`src/rtl/mc8051_mem_arbiter_pkg.sv`:
```
// Shared constants for the 8051 external memory arbiter: op codes,
// FSM state encodings, the timeout read-back value and the strobe bundle.
package mc8051_mem_arbiter_pkg;

  // Requester op codes
  localparam logic [1:0] OP_FETCH = 2'b00;
  localparam logic [1:0] OP_READ  = 2'b01;
  localparam logic [1:0] OP_WRITE = 2'b10;
  localparam logic [1:0] OP_RSVD  = 2'b11;

  // Access sequencer states
  localparam logic [1:0] ST_IDLE   = 2'b00;
  localparam logic [1:0] ST_GRANT  = 2'b01;
  localparam logic [1:0] ST_ACCESS = 2'b10;
  localparam logic [1:0] ST_DONE   = 2'b11;

  // Value returned to a reader whose access timed out
  localparam logic [7:0] RDATA_TIMEOUT = 8'hFF;

  // Active-low memory strobes, kept together so they are always updated as one
  typedef struct packed {
    logic we_n;
    logic rd_n;
    logic psen_n;
  } strobe_t;

  localparam strobe_t STROBE_IDLE = '{we_n: 1'b1, rd_n: 1'b1, psen_n: 1'b1};

  // Exactly one strobe low for a legal op; the reserved op drives none
  function automatic strobe_t strobe_decode(input logic [1:0] op);
    strobe_t s;
    s = STROBE_IDLE;
    case (op)
      OP_FETCH: s.psen_n = 1'b0;
      OP_READ:  s.rd_n   = 1'b0;
      OP_WRITE: s.we_n   = 1'b0;
      default:  s        = STROBE_IDLE;
    endcase
    return s;
  endfunction

endpackage

```
`src/rtl/mc8051_mem_arbiter_if.sv`:
```
// Requester-side bus of the memory arbiter: port 0 (core BIU) and
// port 1 (debug/DMA loader).
//
// Handshake: a requester raises pN_req with pN_op/pN_addr/pN_wdata and keeps
// req high until pN_rdy pulses for one cycle. Address/data are captured one
// cycle after the grant decision; later changes, or dropping req, do not
// affect an access already granted. A req still high after pN_rdy is a new
// request.
interface mc8051_mem_arbiter_if;

  logic        p0_req;
  logic [1:0]  p0_op;
  logic [15:0] p0_addr;
  logic [7:0]  p0_wdata;
  logic        p0_rdy;

  logic        p1_req;
  logic [1:0]  p1_op;
  logic [15:0] p1_addr;
  logic [7:0]  p1_wdata;
  logic        p1_rdy;

  // Requester side
  modport master (
    output p0_req, p0_op, p0_addr, p0_wdata,
    output p1_req, p1_op, p1_addr, p1_wdata,
    input  p0_rdy, p1_rdy
  );

  // Arbiter side
  modport slave (
    input  p0_req, p0_op, p0_addr, p0_wdata,
    input  p1_req, p1_op, p1_addr, p1_wdata,
    output p0_rdy, p1_rdy
  );

endinterface

```
`src/rtl/mc8051_arb_pick.sv`:
```
// Winner selection for the memory arbiter. Port 0 wins by default; port 1
// wins when it is alone or when port 0 has been granted STARVE_MAX times in
// a row while port 1 was waiting.
module mc8051_arb_pick
  import mc8051_mem_arbiter_pkg::*;
#(
  parameter int STARVE_MAX = 3,
  parameter int SW         = $clog2(STARVE_MAX + 1)
) (
  input  logic          clk,
  input  logic          reset_n,
  input  logic          p0_req,
  input  logic          p1_req,
  input  logic [1:0]    state,
  output logic          winner,
  output logic [SW-1:0] starve_cnt
);

  logic starve_hit;

  assign starve_hit = (starve_cnt == SW'(STARVE_MAX));
  assign winner     = p1_req & (~p0_req | starve_hit);

  // Count port-0 grants taken while port 1 waits; only IDLE makes decisions
  always_ff @(posedge clk or negedge reset_n) begin
    if (!reset_n) begin
      starve_cnt <= '0;
    end else if (state == ST_IDLE) begin
      if (!p1_req) begin
        starve_cnt <= '0;
      end else if (winner) begin
        starve_cnt <= '0;
      end else if (p0_req && !starve_hit) begin
        starve_cnt <= starve_cnt + 1'b1;
      end
    end
  end

endmodule

```
`src/rtl/mc8051_mem_arbiter.sv`:
```
// Two-port arbiter and access sequencer for the 8051 external memory bus.
// IDLE picks a winner, GRANT latches its address/data/op, ACCESS holds one
// strobe low until mem_data_rdy or timeout, DONE gives a strobe-high
// turnaround cycle and the one-cycle rdy (and err) pulse.
module mc8051_mem_arbiter
  import mc8051_mem_arbiter_pkg::*;
#(
  parameter int TIMEOUT_W  = 4,
  parameter int STARVE_MAX = 3,
  parameter int SW         = $clog2(STARVE_MAX + 1)
) (
  input  logic                  clk,
  input  logic                  reset_n,
  mc8051_mem_arbiter_if.slave   bus,
  output logic [7:0]            o_rdata,
  output logic                  o_err,
  output logic                  o_busy,
  output logic                  o_owner,
  output logic                  mem_we_n,
  output logic                  mem_rd_n,
  output logic                  mem_psen_n,
  output logic [15:0]           mem_addr,
  output logic [7:0]            mem_wdata,
  input  logic                  mem_data_rdy,
  input  logic [7:0]            mem_rdata,
  output logic [1:0]            dbg_state,
  output logic [SW-1:0]         dbg_starve
);

  // The counter reaches 2**TIMEOUT_W-1 on the increment made in the last
  // allowed ACCESS cycle, so that cycle is the one where it still reads one less.
  localparam logic [TIMEOUT_W-1:0] WAIT_LAST = TIMEOUT_W'((1 << TIMEOUT_W) - 2);

  logic [1:0]           state;
  logic                 sel_q;
  logic [1:0]           op_q;
  logic [TIMEOUT_W-1:0] wait_cnt;
  strobe_t              strobe_q;
  logic                 winner;
  logic                 any_req;
  logic                 acc_end;

  logic [1:0]           sel_op;
  logic [15:0]          sel_addr;
  logic [7:0]           sel_wdata;

  mc8051_arb_pick #(
    .STARVE_MAX (STARVE_MAX),
    .SW         (SW)
  ) u_pick (
    .clk        (clk),
    .reset_n    (reset_n),
    .p0_req     (bus.p0_req),
    .p1_req     (bus.p1_req),
    .state      (state),
    .winner     (winner),
    .starve_cnt (dbg_starve)
  );

  assign any_req    = bus.p0_req | bus.p1_req;
  // rdy wins over a timeout that lands in the same cycle
  assign acc_end    = mem_data_rdy | (wait_cnt == WAIT_LAST);

  assign o_busy     = (state != ST_IDLE);
  assign dbg_state  = state;
  assign mem_we_n   = strobe_q.we_n;
  assign mem_rd_n   = strobe_q.rd_n;
  assign mem_psen_n = strobe_q.psen_n;

  // Route the request fields of the port chosen in IDLE to the GRANT latches
  always_comb begin
    sel_op    = bus.p0_op;
    sel_addr  = bus.p0_addr;
    sel_wdata = bus.p0_wdata;
    if (sel_q) begin
      sel_op    = bus.p1_op;
      sel_addr  = bus.p1_addr;
      sel_wdata = bus.p1_wdata;
    end
  end

  // Sequencer state, chosen port and wait-state counter
  always_ff @(posedge clk or negedge reset_n) begin
    if (!reset_n) begin
      state    <= ST_IDLE;
      sel_q    <= 1'b0;
      wait_cnt <= '0;
    end else begin
      case (state)
        ST_IDLE: begin
          if (any_req) begin
            sel_q <= winner;
            state <= ST_GRANT;
          end
        end
        ST_GRANT: begin
          wait_cnt <= '0;
          state    <= ST_ACCESS;
        end
        ST_ACCESS: begin
          wait_cnt <= wait_cnt + 1'b1;
          if (acc_end) begin
            state <= ST_DONE;
          end
        end
        ST_DONE: begin
          state <= ST_IDLE;
        end
        default: begin
          state <= ST_IDLE;
        end
      endcase
    end
  end

  // Bus-side latches and registered strobes; address/data frozen after GRANT
  always_ff @(posedge clk or negedge reset_n) begin
    if (!reset_n) begin
      mem_addr  <= 16'h0000;
      mem_wdata <= 8'h00;
      op_q      <= OP_FETCH;
      o_owner   <= 1'b0;
      strobe_q  <= STROBE_IDLE;
    end else begin
      if (state == ST_GRANT) begin
        mem_addr  <= sel_addr;
        mem_wdata <= sel_wdata;
        op_q      <= sel_op;
        o_owner   <= sel_q;
        strobe_q  <= strobe_decode(sel_op);
      end else if (state == ST_ACCESS && acc_end) begin
        strobe_q  <= STROBE_IDLE;
      end else if (state != ST_ACCESS) begin
        strobe_q  <= STROBE_IDLE;
      end
    end
  end

  // Completion: read data capture plus one-cycle rdy/err pulses shown in DONE
  always_ff @(posedge clk or negedge reset_n) begin
    if (!reset_n) begin
      o_rdata    <= 8'h00;
      o_err      <= 1'b0;
      bus.p0_rdy <= 1'b0;
      bus.p1_rdy <= 1'b0;
    end else begin
      o_err      <= 1'b0;
      bus.p0_rdy <= 1'b0;
      bus.p1_rdy <= 1'b0;
      if (state == ST_ACCESS && acc_end) begin
        if (op_q != OP_WRITE) begin
          o_rdata <= mem_data_rdy ? mem_rdata : RDATA_TIMEOUT;
        end
        o_err      <= ~mem_data_rdy;
        bus.p0_rdy <= ~o_owner;
        bus.p1_rdy <= o_owner;
      end
    end
  end

endmodule

```
`src/flat_wrapper.sv`:
```
// flat-port wrapper written by rule: the top's interface ports become plain ports
module mc8051_mem_arbiter_flat import mc8051_mem_arbiter_pkg::*;
#(
  parameter int TIMEOUT_W  = 4,
  parameter int STARVE_MAX = 3,
  parameter int SW         = $clog2(STARVE_MAX + 1)
)
  (clk, reset_n, o_rdata, o_err, o_busy, o_owner, mem_we_n, mem_rd_n, mem_psen_n, mem_addr, mem_wdata, mem_data_rdy, mem_rdata, dbg_state, dbg_starve, bus_p0_req, bus_p0_op, bus_p0_addr, bus_p0_wdata, bus_p1_req, bus_p1_op, bus_p1_addr, bus_p1_wdata, bus_p0_rdy, bus_p1_rdy);
  mc8051_mem_arbiter_if bus_i ();
  input  logic clk;
  input  logic reset_n;
  output logic [7:0] o_rdata;
  output logic o_err;
  output logic o_busy;
  output logic o_owner;
  output logic mem_we_n;
  output logic mem_rd_n;
  output logic mem_psen_n;
  output logic [15:0] mem_addr;
  output logic [7:0] mem_wdata;
  input  logic mem_data_rdy;
  input  logic [7:0] mem_rdata;
  output logic [1:0] dbg_state;
  output logic [SW-1:0] dbg_starve;
  input wire logic [$bits(bus_i.p0_req)-1:0] bus_p0_req;
  input wire logic [$bits(bus_i.p0_op)-1:0] bus_p0_op;
  input wire logic [$bits(bus_i.p0_addr)-1:0] bus_p0_addr;
  input wire logic [$bits(bus_i.p0_wdata)-1:0] bus_p0_wdata;
  input wire logic [$bits(bus_i.p1_req)-1:0] bus_p1_req;
  input wire logic [$bits(bus_i.p1_op)-1:0] bus_p1_op;
  input wire logic [$bits(bus_i.p1_addr)-1:0] bus_p1_addr;
  input wire logic [$bits(bus_i.p1_wdata)-1:0] bus_p1_wdata;
  output wire logic [$bits(bus_i.p0_rdy)-1:0] bus_p0_rdy;
  output wire logic [$bits(bus_i.p1_rdy)-1:0] bus_p1_rdy;
  assign bus_i.p0_req = bus_p0_req;
  assign bus_i.p0_op = bus_p0_op;
  assign bus_i.p0_addr = bus_p0_addr;
  assign bus_i.p0_wdata = bus_p0_wdata;
  assign bus_i.p1_req = bus_p1_req;
  assign bus_i.p1_op = bus_p1_op;
  assign bus_i.p1_addr = bus_p1_addr;
  assign bus_i.p1_wdata = bus_p1_wdata;
  assign bus_p0_rdy = bus_i.p0_rdy;
  assign bus_p1_rdy = bus_i.p1_rdy;
  mc8051_mem_arbiter #(.TIMEOUT_W(TIMEOUT_W), .STARVE_MAX(STARVE_MAX), .SW(SW)) u_core (.clk(clk), .reset_n(reset_n), .bus(bus_i), .o_rdata(o_rdata), .o_err(o_err), .o_busy(o_busy), .o_owner(o_owner), .mem_we_n(mem_we_n), .mem_rd_n(mem_rd_n), .mem_psen_n(mem_psen_n), .mem_addr(mem_addr), .mem_wdata(mem_wdata), .mem_data_rdy(mem_data_rdy), .mem_rdata(mem_rdata), .dbg_state(dbg_state), .dbg_starve(dbg_starve));
endmodule
```
`config.mk`:
```
export PLATFORM = sky130hd
export DESIGN_NAME = mc8051_mem_arbiter_flat
export DESIGN_NICKNAME = d
export VERILOG_FILES = /design/src/rtl/mc8051_mem_arbiter_pkg.sv /design/src/rtl/mc8051_mem_arbiter_if.sv /design/src/rtl/mc8051_arb_pick.sv /design/src/rtl/mc8051_mem_arbiter.sv /design/src/flat_wrapper.sv
export SDC_FILE = /design/constraint.sdc
export NUM_CORES = 1
export LEC_CHECK = 0
export ABC_AREA = 1
export ABC_CLOCK_PERIOD_IN_PS = 1500
export CAP_MARGIN = 20
export CELL_PAD_IN_SITES_DETAIL_PLACEMENT = 1
export CELL_PAD_IN_SITES_GLOBAL_PLACEMENT = 1
export CORE_MARGIN = 4
export CORE_UTILIZATION = 29
export DETAILED_ROUTE_END_ITERATION = 10
export PLACE_DENSITY_LB_ADDON = 0.1
export SLEW_MARGIN = 20
export SYNTH_ARGS = -nofsm -noshare
export SYNTH_HDL_FRONTEND = slang
export SYNTH_SLANG_ARGS = --single-unit
```
`constraint.sdc`:
```
create_clock -name clk -period 1.5 [get_ports clk]
set_input_delay 0.3 -clock clk [delete_from_list [all_inputs] [get_ports clk]]
set_output_delay 0.3 -clock clk [all_outputs]
set_load 0.01 [all_outputs]
```
==> qor.csv, run 1 <==
stage,metric,value,unit
setup_path,data required time at the worst endpoint,1.20,ns
setup_path,"Slowest-stage cell, CP",sky130_fd_sc_hd__dfrtp_1,
drt,Routed wire per std cell,14.1,um
yosys,Netlist Area Pre-Place,0.00243,mm^2
floorplan,num rows,33,
place,placed wire-length estimate,5.65,mm
drt,Iter 0 DRT Violations,73,
clock_tree,latest clock arrival within the worst-skew pair,0.30,ns
pwr,highest ir drop seen on vdd,711,uV
hold_path,Hold Path Class,reg -> reg,
setup_path,ordered list of cells on the worst path,"buf_4, dlygate4sd2_1",
pwr,post-layout power,0.00664,W
yosys,unique cell type count in the Yosys netlist,27,
job,max cap viols,0,
drt,via count,2396,
drt,post-route ant nets,0,
final_layout,final-stage net count,485,
setup_path,maximum net fanout on the critical path,3,
yosys,post-synth top area cell,sky130_fd_sc_hd__dfrtp_1,
clock_tree,TritonCTS clock tree,yes,
timing,relative max-transition margin,75.0,%
clock_tree,htree depth,2,
floorplan,starting density of the core,29.7,%
place,number of buffers added on ports,108,
yosys,Post-synth top cells,"sky130_fd_sc_hd__nand2_1 (84), sky130_fd_sc_hd__dfrtp_1 (47), sky130_fd_sc_hd__o21ai_1 (36)",
setup_path,kind of start point of the critical path,flip-flop,
drt,drc violations,0,
pwr,Gate power share,53.1,%
drt,Pre-Repair DR Iteration Count,4,
grt,first-pass GRT wire length,12.4,mm
final_layout,share of post-route cells with drive strength above 1,10.4,%
pwr,Switch Pwr,0.00275,W
final_layout,Finished Core Util,45.9,%
yosys,count of yosys warnings during synthesis,0,
yosys,sequential area share after synthesis,51.6,%
yosys,Post-synth ARST share,100,%
pwr,static leakage,1.87,nW
setup_path,Crit Path Category,reg -> out,
clock_tree,number of buffers added by the clock tree synthesis step,5,
pwr,fraction of power consumed by the clock network,11.8,%
place,placed instance area,0.00369,mm^2
setup_path,critical path buffer and inverter count,2,
clock_tree,Max Buffers Root-to-Sink,2,
grt,via count of the first global-routing pass,2544,
drt,total routed wirelength,7.34,mm
place,GP Congestion,0.759,
grt,largest net degree at the start of global routing,51,
pwr,switching power as a share of total power,41.4,%
timing,final hold viol count,0,
setup_path,critical path data arrival time,1.13,ns
floorplan,I/O pin count,109,
outcome,result of the run,completed,
pwr,P per Cell Area,1770,mW/mm^2
timing,count of final setup violators,0,
setup_path,reg2reg setup slack,0.11,ns
yosys,average size of a mapped cell,8.24,um^2
floorplan,core outline area,0.00818,mm^2
clock_tree,clock edge transition at the registers on the reported setup and hold paths,0.10,ns
final_layout,number of antenna repair diodes,0,
clock_tree,TritonCTS Sinks,50,
timing,period utilisation layout,95.6,%
floorplan,die boundary height,99.5,um
yosys,most frequently used flop master after synthesis,sky130_fd_sc_hd__dfrtp_1,
clock_tree,Clock Tree Root,sky130_fd_sc_hd__clkbuf_8,
setup_path,sort of element at the end of the critical path,output port,
timing,RSZ-0062 raised after global routing,no,
setup_path,Max stage delay on crit path,0.41,ns
grt,number of antenna violations at the first check in global routing,0,
yosys,top-area cell type share of the netlist area,48.4,%
yosys,cell with the most instances after synthesis,sky130_fd_sc_hd__nand2_1,
timing,setup skew after layout,0.00576,ns
timing,Worst Slack Setup Final,0.0658,ns
timing,highest clock rate,0.697,GHz
floorplan,Die ar.,0.00991,mm^2
yosys,most area-consuming cells after synthesis,"sky130_fd_sc_hd__dfrtp_1 (48%), sky130_fd_sc_hd__nand2_1 (13%), sky130_fd_sc_hd__o21ai_1 (7.4%)",
timing,Final Slew Violations,0,
final_layout,area delta synth->final,54.5,%
setup_path,family with the most delay on the worst path,buffers and inverters,
yosys,Post-Syn Nets,366,
final_layout,Post-Layout Inst Area,0.00375,mm^2
yosys,"flops & latches, synth",50,
floorplan,Die Wd,99.5,um
grt,Overall Global Routing Usage,15.6,%
clock_tree,buffers inserted by post-CTS timing repair,0,
drt,vias per inst,4.61,
yosys,number of flops mapped to enable cells by yosys,0,
pwr,register share of total power,35.1,%
timing,worst hold margin,0.459,ns
timing,slew at the pin closest to its max-slew limit,0.375,ns
pwr,Power Internal,0.00389,W
place,pre-CTS setup slack,-0.0219,ns
yosys,post-synthesis instance total,295,
grt,overall overflow remaining after global route,0,
timing,Period minus WS final,1.43,ns
==> power by group through the flow <==
stage	Sequential, W	Clock, W	Combinational [W]
global route	0.00242	0.000891	0.00401
CTS	0.00234	0.000826	0.00360
finish	0.00233	0.000787	0.00353
floorplan	0.00260	0	0.00170
global placement	0.00236	0	0.00387
detailed placement	0.00238	0	0.00395
==> through the flow <==
stage / std cells / TNS [ns]
2_1_floorplan: 295 / 0
3_3_place_gp: 511 / 0
3_5_place_dp: 511 / -0.0219
4_1_cts: 520 / -0.0468
5_1_grt: 520 / 0
6_report: 520 / 0
==> sequential cells by signal (all words and copies together), names as in the netlist <==
name,count
u_core.mem_we_n,1
u_core.wait_cnt,4
u_core.sel_q,1
u_core.mem_wdata,8
u_core.dbg_state,2
u_core.mem_psen_n,1
u_core.o_rdata,8
u_core.op_q,2
u_core.mem_addr,16
u_core.mem_rd_n,1
u_core.bus.p1_rdy,1
u_core.u_pick.starve_cnt,2
u_core.o_owner,1
u_core.bus.p0_rdy,1
u_core.o_err,1
==> final timing paths <==
check / from / end / cells past startpoint
max: u_core.dbg_state[0] / dbg_state[0] / 2
min: u_core.o_owner / u_core.bus.p0_rdy / 1
max reg2reg: u_core.dbg_state[0] / u_core.o_rdata[5] / 7
min reg2reg: u_core.o_owner / u_core.bus.p0_rdy / 1
max in group asynchronous: reset_n / u_core.mem_we_n / 3
min in group asynchronous: reset_n / u_core.mem_addr[3] / 3
==> cells in the final DEF (no fill, tap or decap), types with 2 or more instances in the layout <==
cell type,Yosys,routed
sky130_fd_sc_hd__nand2_1,84,84
sky130_fd_sc_hd__clkdlybuf4s50_1,0,63
sky130_fd_sc_hd__dfrtp_1,47,47
sky130_fd_sc_hd__dlygate4sd2_1,0,40
sky130_fd_sc_hd__o21ai_1,36,36
sky130_fd_sc_hd__nor2_1,31,31
sky130_fd_sc_hd__inv_1,22,20
sky130_fd_sc_hd__o21ai_0,17,17
sky130_fd_sc_hd__buf_4,5,16
sky130_fd_sc_hd__nand4_1,9,9
sky130_fd_sc_hd__nand3_1,8,8
sky130_fd_sc_hd__inv_2,3,5
sky130_fd_sc_hd__clkbuf_8,0,5
sky130_fd_sc_hd__ha_1,6,4
sky130_fd_sc_hd__dlymetal6s2s_1,0,3
sky130_fd_sc_hd__dfstp_2,3,3
sky130_fd_sc_hd__nand3_2,2,2
sky130_fd_sc_hd__a21oi_1,2,2
sky130_fd_sc_hd__nor3b_1,2,2
sky130_fd_sc_hd__buf_2,4,2
==> area by class of cell <==
cell class / instances / area [um^2]
multi-input combinational: 206 / 1000
clock inverter: 3 / 21.3
timing repair buffer: 126 / 1180
fill: 988 / 4420
inverter: 25 / 93.8
tap: 105 / 131
clock buffer: 5 / 68.8
sequential: 50 / 1250
==> kinds of logic after synthesis <==
logic type	Yosys count	share of synthesized area, %
and+or+nand+nor	142	25.3
AOI/OAI and AO/OA	57	11.9
DFF	50	51.6
adders and majority gates	6	3.09
buffers and inverters	39	7.62
muxes	1	0.412
==> timing repair <==
action | 4_1_cts | 5_1_grt
hold endpoints to repair | 47 | 0
resized for setup | 45 | 7
endpoints found under the setup margin | 41 | 12
hold buffers | 1 | 0
==> per-layer routing <==
metal  vias to the layer above  GRT usage [%]  wire, um
met5                         -              0         0
met4                         0           3.47        38
met3                         2           3.93       414
met2                        63           25.8      3510
met1                      1143           20.5      3370
li1                       1188              -         -
No activity file was read; power rests on OpenSTA's default activity.
==> run 2, diff against run 1 <==
- PLACE_DENSITY_LB_ADDON: 0.1 -> 0.2
==> qor.csv, run 2 (synthesis results as in run 1) <==
stage,metric,value,unit,change
outcome,result of the run,completed,,
hold_path,Hold Path Class,reg -> reg,,
timing,Final Slew Violations,0,,unchanged
setup_path,critical path buffer and inverter count,1,,-1
final_layout,final instance count without filler cells,519,,-0.19%
setup_path,maximum net fanout on the critical path,1,,-2
setup_path,sort of element at the end of the critical path,output port,,
timing,count of final setup violators,0,,unchanged
setup_path,kind of start point of the critical path,flip-flop,,
floorplan,Die ar.,0.00991,mm^2,unchanged
drt,total routed wirelength,7.50,mm,+2.2%
timing,Worst Slack Setup Final,0.0451,ns,-0.0207 ns
final_layout,share of post-route cells with drive strength above 1,10.1,%,-0.22 points
clock_tree,clock edge transition at the registers on the reported setup and hold paths,0.09,ns,about the same
timing,RSZ-0062 raised after global routing,no,,
final_layout,final-stage net count,484,,-0.21%
floorplan,Die Wd,99.5,um,unchanged
setup_path,"Slowest-stage cell, CP",sky130_fd_sc_hd__clkdlybuf4s50_1,,
timing,period utilisation layout,97.0,%,+1.4 points
drt,Iter 0 DRT Violations,51,,-30%
floorplan,core outline area,0.00818,mm^2,unchanged
final_layout,most common library cell in the layout ignoring fill and taps,sky130_fd_sc_hd__nand2_1,,
place,pre-CTS setup slack,-0.0287,ns,-0.00682 ns
clock_tree,Max Buffers Root-to-Sink,2,,unchanged
clock_tree,number of buffers added by the clock tree synthesis step,5,,unchanged
setup_path,ordered list of cells on the worst path,clkdlybuf4s50_1,,
timing,setup skew after layout,0.00276,ns,-0.00300 ns
final_layout,area delta synth->final,54.2,%,
timing,relative max-transition margin,74.1,%,-0.89 points
clock_tree,htree depth,2,,unchanged
drt,vias per inst,4.64,,+0.69%
timing,slew at the pin closest to its max-slew limit,0.388,ns,+0.0133 ns
job,max cap viols,0,,unchanged
place,placed wire-length estimate,5.82,mm,+3.1%
drt,Routed wire per std cell,14.4,um,+2.4%
setup_path,Crit Path Category,reg -> out,,
grt,via count of the first global-routing pass,2638,,+3.7%
grt,largest net degree at the start of global routing,51,,unchanged
setup_path,Max stage delay on crit path,0.52,ns,+0.11 ns
pwr,static leakage,1.83,nW,-2.1%
final_layout,max reg flops,16,,unchanged
setup_path,critical path data arrival time,1.15,ns,+0.02 ns
floorplan,die boundary height,99.5,um,unchanged
timing,final hold viol count,0,,unchanged
clock_tree,TritonCTS Sinks,50,,unchanged
grt,number of antenna violations at the first check in global routing,0,,unchanged
final_layout,layout filler cell count,992,,+0.40%
final_layout,biggest regs,"u_core.mem_addr (16), u_core.mem_wdata (8), u_core.o_rdata (8)",,
place,total placed cells including tap cells,510,,-0.20%
place,number of buffers added on ports,108,,unchanged
drt,post-route ant nets,0,,unchanged
timing,Period minus WS final,1.45,ns,+0.0207 ns
pwr,P per Cell Area,1780,mW/mm^2,+0.61%
grt,overall overflow remaining after global route,0,,unchanged
final_layout,"commonest cells after routing, fill and taps aside","sky130_fd_sc_hd__nand2_1 (84), sky130_fd_sc_hd__clkdlybuf4s50_1 (65), sky130_fd_sc_hd__dfrtp_1 (47)",,
floorplan,starting density of the core,29.7,%,unchanged
place,GP Congestion,0.791,,+4.2%
clock_tree,latest clock arrival within the worst-skew pair,0.30,ns,about the same
drt,Pre-Repair DR Iteration Count,4,,unchanged
drt,via count,2408,,+0.50%
grt,first-pass GRT wire length,12.8,mm,+3.5%
drt,drc violations,0,,unchanged
floorplan,num rows,33,,unchanged
timing,highest clock rate,0.687,GHz,-1.4%
pwr,highest ir drop seen on vdd,706,uV,-0.68%
final_layout,Biggest register,u_core.mem_addr,,
clock_tree,TritonCTS clock tree,yes,,
clock_tree,Clock Tree Root,sky130_fd_sc_hd__clkbuf_8,,
grt,Overall Global Routing Usage,16.1,%,+0.50 points
setup_path,family with the most delay on the worst path,buffers and inverters,,
floorplan,I/O pin count,109,,unchanged
final_layout,number of antenna repair diodes,0,,unchanged
setup_path,data required time at the worst endpoint,1.20,ns,about the same
-- run 2: cell count changes in the layout (fill, tap and decap cells not counted), sizes merged --
cell / delta
buf: -1
clkinvlp: -1
clkdlybuf4s50: +2
clkbuf: +1
dlymetal6s2s: -2
-- run 2: layer usage --
layer | part of all wire, % | GRT usage, %
met3 | 5.5 | 3.44
met4 | 1.2 | 4.83
met2 | 52 | 29.0
met1 | 42 | 19.0
met5 | 0 | 0
-- run 2: stage by stage --
stage                     area (um^2)  power, W  hold WS, ns  setup TNS, ns  util [%]
after CTS                        3730   0.00680        0.448              0      45.7
after global routing             3750   0.00734        0.480              0      45.8
final                            3750   0.00667        0.444              0      45.8
after global placement           3690   0.00625        0.313              0      45.1
after detailed placement         3690   0.00637        0.314        -0.0287      45.1
after floorplan                  2430   0.00430      0.00441              0         -
-- run 2: worst paths after layout --
| check | to | from | slack, ns | cells past startpoint |
|---|---|---|---|---|
| setup / recovery | bus_p0_rdy | u_core.bus.p0_rdy | 0.05 | 1 |
| hold / removal | u_core.bus.p0_rdy | u_core.o_owner | 0.44 | 1 |
| setup reg to reg | u_core.mem_wdata[2] | u_core.dbg_state[1] | 0.15 | 6 |
| hold reg to reg | u_core.bus.p0_rdy | u_core.o_owner | 0.44 | 1 |
| max in group asynchronous | u_core.mem_rd_n | reset_n | 0.71 | 3 |
| min in group asynchronous | u_core.o_rdata[2] | reset_n | 0.52 | 3 |
-- run 2: layout make-up --
cell class | count | area [um^2] | area share, %
Clock inverter | 2 | 10.0 | 0.267
Multi-Input combinational cell | 206 | 997 | 26.6
Tap cell | 105 | 131 | 3.51
Sequential cell | 50 | 1250 | 33.5
Clock buffer | 6 | 72.6 | 1.94
Inverter | 25 | 93.8 | 2.51
Timing Repair Buffer | 125 | 1190 | 31.7
-- run 2: repair_timing --
action	4_1_cts	5_1_grt
resized for setup	47	5
endpoints found under the setup margin	42	28
endpoints found under the hold margin	47	0
buffers inserted	0	0
hold buffers	1	0
cloned	0	0
-- run 2: where the power goes --
| group | switching, W | total, W | internal [W] |
|---|---|---|---|
| clock | 0.000443 | 0.000767 | 0.000325 |
| sequential | 0.000324 | 0.00232 | 0.00199 |
| combinational | 0.00200 | 0.00359 | 0.00159 |
| total | 0.00276 | 0.00667 | 0.00391 |
